## src/rtl/serial_adder_n.sv

```systemverilog
// Multi-cycle adder: adds SLICE bits per clock, LSB slice first, with a valid/ready handshake on both sides.
// Optional SERIAL_ADDER_SUB_EN adds a sub port that turns the block into an A - B subtractor.
module serial_adder_n #(
    parameter int WIDTH = 16,
    parameter int SLICE = 4
) (
    input  logic             clk,
    input  logic             rst_n,
`ifdef SERIAL_ADDER_SUB_EN
    input  logic             sub,
`endif
    input  logic             in_valid,
    output logic             in_ready,
    input  logic [WIDTH-1:0] in_1,
    input  logic [WIDTH-1:0] in_2,
    input  logic             cin,
    output logic             out_valid,
    input  logic             out_ready,
    output logic [WIDTH-1:0] s,
    output logic             cout,
    output logic             ovf
);

    localparam int NSL   = WIDTH / SLICE;
    localparam int IDX_W = (NSL > 1) ? $clog2(NSL) : 1;
    localparam logic [IDX_W-1:0] LAST_IDX = IDX_W'(NSL - 1);

    typedef enum logic [1:0] {IDLE, RUN, DONE} state_t;

    state_t           state;
    logic [WIDTH-1:0] a_q;
    logic [WIDTH-1:0] b_q;
    logic [WIDTH-1:0] s_q;
    logic             carry_q;
    logic [IDX_W-1:0] idx_q;
    logic             cout_q;
    logic             ovf_q;
    logic             in_ready_q;
    logic             out_valid_q;

    logic [WIDTH-1:0] b_in;
    logic             c_in;
    logic [SLICE:0]   slice_sum;
    logic [WIDTH-1:0] s_shift;

    function automatic logic signed_ovf(input logic a_msb, input logic b_msb, input logic r_msb);
        return (a_msb == b_msb) && (r_msb != a_msb);
    endfunction

    // Subtraction is A + ~B + 1, so the operand and carry are conditioned at capture time.
    always_comb begin
        b_in = in_2;
        c_in = cin;
`ifdef SERIAL_ADDER_SUB_EN
        if (sub) begin
            b_in = ~in_2;
            c_in = 1'b1;
        end
`endif
    end

    // Operands shift right one slice per cycle, so the active slice is always the low SLICE bits;
    // the result shifts in from the top and is fully aligned after NSL slices.
    always_comb begin
        slice_sum = {1'b0, a_q[SLICE-1:0]} + {1'b0, b_q[SLICE-1:0]} + {{SLICE{1'b0}}, carry_q};
        s_shift = s_q >> SLICE;
        s_shift[WIDTH-1 -: SLICE] = slice_sum[SLICE-1:0];
    end

    always_ff @(posedge clk or negedge rst_n) begin
        if (!rst_n) begin
            state       <= IDLE;
            a_q         <= '0;
            b_q         <= '0;
            s_q         <= '0;
            carry_q     <= 1'b0;
            idx_q       <= '0;
            cout_q      <= 1'b0;
            ovf_q       <= 1'b0;
            in_ready_q  <= 1'b0;
            out_valid_q <= 1'b0;
        end else begin
            case (state)
                IDLE: begin
                    if (in_valid && in_ready_q) begin
                        a_q        <= in_1;
                        b_q        <= b_in;
                        carry_q    <= c_in;
                        idx_q      <= '0;
                        in_ready_q <= 1'b0;
                        state      <= RUN;
                    end else begin
                        in_ready_q <= 1'b1;
                    end
                end
                RUN: begin
                    a_q     <= a_q >> SLICE;
                    b_q     <= b_q >> SLICE;
                    carry_q <= slice_sum[SLICE];
                    s_q     <= s_shift;
                    idx_q   <= idx_q + IDX_W'(1);
                    if (idx_q == LAST_IDX) begin
                        cout_q      <= slice_sum[SLICE];
                        ovf_q       <= signed_ovf(a_q[SLICE-1], b_q[SLICE-1], slice_sum[SLICE-1]);
                        out_valid_q <= 1'b1;
                        state       <= DONE;
                    end
                end
                DONE: begin
                    if (out_ready) begin
                        out_valid_q <= 1'b0;
                        in_ready_q  <= 1'b1;
                        state       <= IDLE;
                    end
                end
                default: begin
                    in_ready_q  <= 1'b0;
                    out_valid_q <= 1'b0;
                    state       <= IDLE;
                end
            endcase
        end
    end

    assign in_ready  = in_ready_q;
    assign out_valid = out_valid_q;
    assign s         = s_q;
    assign cout      = cout_q;
    assign ovf       = ovf_q;

endmodule

```

## config.mk

```make
export PLATFORM = sky130hd
export DESIGN_NAME = serial_adder_n
export DESIGN_NICKNAME = d
export VERILOG_FILES = /design/src/rtl/serial_adder_n.sv
export SDC_FILE = /design/constraint.sdc
export NUM_CORES = 1
export LEC_CHECK = 0
export ABC_AREA = 1
export BUFFER_PORTS_ARGS = -buffer_cell sky130_fd_sc_hd__clkbuf_2
export CAP_MARGIN = 20
export CORE_ASPECT_RATIO = 0.6
export CORE_MARGIN = 5
export CORE_UTILIZATION = 59
export CTS_CLUSTER_DIAMETER = 150
export DETAILED_ROUTE_END_ITERATION = 8
export PLACE_DENSITY = 0.9
export SYNTH_ARGS = -nofsm -noshare
export SYNTH_HDL_FRONTEND = slang
export SYNTH_SLANG_ARGS = --single-unit
```

## constraint.sdc

```tcl
create_clock -name clk -period 2.6 [get_ports clk]
set_input_delay 0.52 -clock clk [delete_from_list [all_inputs] [get_ports clk]]
set_output_delay 0.52 -clock clk [all_outputs]
set_load 0.05 [all_outputs]
```

After elaboration in Yosys (flattened, before gate mapping)
Index checks and enable logic that the tools add are counted.

storage, ports and cells
  flip-flop bits (word level) = 57
  bits of input ports = 37
  output and inout port bits = 20
  word-level logic and storage cells = 50

cells by class
  add/subtract/negate cells = 3
  eq/ne operators = 8
  muxes and demuxes = 18
  bitwise gates (word level) = 2
  reduce and logical (&&, ||, !) cells = 9

operator list
  kind                 number
  $pmux 16 s2          2
  $mux 16              2
  $mux 2               4
  $ne 2x2->1 const B   3
  $pmux 1 s3           2
  $pmux 2 s3           1
  $reduce_and 2->1     3
  $reduce_and 3->1     2
  $add 4x4->5          1
  $add 5x1->5          1
  $mux 1               5
  $eq 2x2->1 const B   2
  $pmux 2 s2           1
  $add 2x1->2 const B  1
  $eq 2x1->1 const B   1
  $logic_and 1x1->1    2
  $logic_not 2->1      1
  $not 1->1            2
  $pmux 1 s2           1
  $reduce_bool 2->1    1
  $eq 1x1->1           1
  $ne 1x1->1           1

Longest topological paths before layout
  depth after elaboration = 4
  gate-level depth with buffers = 8
  gate-level depth less buffers = 8

Least setup slack after synthesis
Ideal clock, no wire load.

  path kind = reg2reg
  start = reg a_q[0]
  end = reg s_q[13] (netlist: s[13])
  library setup time = 0.083 ns
  data arrival time = 1.431 ns
  required time = 2.517 ns
  setup slack = 1.087 ns
  cell stages (with the launch flop) = 5
  buffers on the path = 0
  clock period less this slack = 1.513 ns
  path through = dfrtp_1 -> fa_1 -> inv_1 -> fa_1 -> o21ai_0

on the way
  cells in the longest elaborated chain, start to end = 2

RTL lines
  item                      line  source
  start: declaration        31    logic [WIDTH-1:0] a_q;
  start signal: assignment  86    a_q <= in_1;
  start signal: assignment  97    a_q <= a_q >> SLICE;
  $add 4x4->5               65    slice_sum = {1'b0, a_q[SLICE-1:0]} + {1'b0, b_q[SLICE-1:0]} + {{SLICE{1'b0}}, carry_q};
  $add 5x1->5               65
  end signal: assignment    100   s_q <= s_shift;
  end: declaration          33    logic [WIDTH-1:0] s_q;

Every way passes these cells.
A chain may end at the register's enable or synchronous reset.

Worst setup path after layout
  start = reg state[1]
  end = reg b_q[7]

on the way
  cells in the longest elaborated chain, start to end = 3
  elaborated cells on any way between the ends = 6
  those cells by class = eq/ne: 2; mux: 1; reduce/logical: 3

RTL lines
  item                                                              line  source
  start: declaration                                                30    state_t state;
  start signal: assignment                                          72    state <= IDLE;
  start signal: assignment                                          91    state <= RUN;
  start signal: assignment                                          106   state <= DONE;
  $eq 2x1->1 or $logic_not 2->1 (tied branches)                     83    case (state)
  $reduce_bool 2->1 (no source line) or $ne 2x2->1 (tied branches)  n/a
  $reduce_and 2->1 (no source line)                                 n/a
  end signal: assignment                                            87    b_q <= b_in;
  end signal: assignment                                            98    b_q <= b_q >> SLICE;
  end: declaration                                                  32    logic [WIDTH-1:0] b_q;

Parallel ways exist; a longest one is shown, timed or not.

==> flow_summary.ini <==
[worst_hold_path]
worstHoldPathType = in -> async

[sta]
hold_viol = 0
rsz0062_at_grt = false
period_share_pct = 71.4
tightestPinTransition_ns = 0.397
fin_skew_ns = 0.0103
report.final.slew_viol_count = 0
fin_crit_ns = 1.86
whs_ns = 0.174
fmax_ghz = 0.538
tns_ns = 0
setup_violations = 0
slew_headroom_pct = 73.5

[run_status]
status = finished, final reports clean

[final_layout]
area_delta_synth_final_pct = 14.8
final_cell_area_um2 = 3260
final_common_cell = nand2_1
fillers = 387
diodes = 0
drive_above_1_share_pct = 28.5
final_cell_mix = nand2_1 (98), dfrtp_1 (57), clkbuf_2 (56)
nets = 421

[drt]
firstDrtPassIters = 6
wl_per_cell_um = 13.6
routed_wirelength_um = 6080
via_count = 2284
vias_per_cell = 5.12
drc = 0
drtIter0Drc = 206
ant_nets = 0

[yosys]
synth_nets = 363
synth_cells = 320
synth_area_um2 = 2840
yosysSeqAreaShare_pct = 50.3
synth_cell_type_count = 22
ys_warn_count = 0
avgSynthCellArea_um2 = 8.86
yosys_register_bits = 57

[power]
ir_worst_vdd_uv = 542
p_sw_mw = 2.36
switching_share_pct = 49.6
p_leak_nw = 1.72
intPower_mw = 2.40
power_frac_clock_pct = 15.7
p_per_area_nw_per_um2 = 1460
power_frac_comb_pct = 52.2
p_total_mw = 4.75
power_frac_seq_pct = 32.1

[die]
num_rows = 19
core-area_um2 = 4610
fp.dieH_um = 63.7
die-area_um2 = 6340
dieWidth_um = 99.5
ioPinCount = 57
initial_core_util_pct = 61.5

[grt]
grt_pass1_vias = 2248
antenna_found_initial = 0
grt_max_degree = 40
grt.overflow.total = 0
grt_pass1_wl_um = 10300
grt_usage_pct = 21.0

[clock_tree]
clockBufferDepth = 2
clkLatencyLatePin_ns = 0.35
cts_sinks = 57
h-tree-depth = 3
numCtsBuffers = 9
clkTransAtPathRegs_ns = 0.07
hold_buffers = 0
cts_tree = done
post_cts_buffers = 0
root_buffer = clkbuf_8
cts-resized-gates = 0

[critical_path]
crit_type = reg -> reg
worstPathRequired_ns = 2.87
startpoint_type = flop
critPathCaptureType = flop
critPathMaxFanout = 29
cp.arrival_ns = 2.12

[place]
portBuffers = 56
gp_congestion = 0.860
place.detailed.hpwl_um = 4320
placed_cell_area_um2 = 3070

[job]
cap_violations = 0
logic make-up after synthesis:
group | Yosys count | share of synthesized area, %
AOI/OAI and AO/OA | 72 | 16.0
adders and majority gates | 6 | 3.18
buffers and inverters | 56 | 11.0
DFF | 57 | 50.3
and+or+nand+nor | 129 | 19.5
state kept, by name, indices dropped and copies added (netlist names):
signal	flops
b_q	16
a_q	16
state	2
in_ready	1
idx_q	2
out_valid	1
s	16
ovf	1
cout	1
carry_q	1
layer usage:
metal	wire length [um]	part of all wire, %	track usage, %
met1	2720	45	26.9
met3	397	6.5	8.82
met4	117	1.9	6.13
met5	0	0	0
met2	2840	47	32.8
Yosys cell counts, drive strengths merged:
library cell    n  area share [%]
nand2         102              14
o21ai          66              15
dfrtp          57              50
inv            42             5.6
nand3          21             3.7
buf            13             5.3
a21oi           6             1.2
nor2            5             1.2
ha              4             1.8
fa              2             1.4
clkinv          1            0.13
or2             1            0.22
power groups by stage:
stage	clock network [mW]	logic, mW	registers (mW)
after global routing	0.803	2.77	1.57
final	0.747	2.48	1.52
after CTS	0.762	2.50	1.53
after global placement	0	2.37	1.52
after detailed placement	0	2.47	1.54
after floorplan	0	1.71	1.95
stage by stage:
step	std cells	setup slack, ns	util (%)
finish	446	0.743	70.6
global placement	430	0.680	66.7
detailed placement	430	0.599	66.7
CTS	446	0.722	70.6
floorplan	320	1.09	-
global route	446	0.609	70.6
worst paths after layout:
path	start	endpoint	slack, ns	cells past startpoint
min in group clk	in_1[15]	a_q[15]	0.42	3
hold / removal	rst_n	a_q[14]	0.17	2
hold reg to reg	idx_q[1]	idx_q[1]	0.48	2
max in group asynchronous	rst_n	b_q[5]	2.11	2
setup / recovery	state[1]	b_q[7]	0.74	6
setup reg to reg	state[1]	b_q[7]	0.74	6
critical path, cell delays in order (launching register included):
cell,delay (ns)
dfrtp_1,0.48
nor2_4,0.28
nand2_2,0.12
nand2_4,0.31
buf_4,0.38
nand2_1,0.13
o21ai_2,0.07
layout make-up:
class	instances	area, um^2	share of cell area (%)
Timing Repair Buffer	60	310	9.53
Clock inverter	5	30.0	0.922
Tap cell	63	78.8	2.42
Sequential cell	57	1430	43.8
Inverter	43	161	4.96
Multi-Input combinational cell	207	1100	33.7
Clock buffer	11	151	4.65
Power figures use the tool's default switching activity.
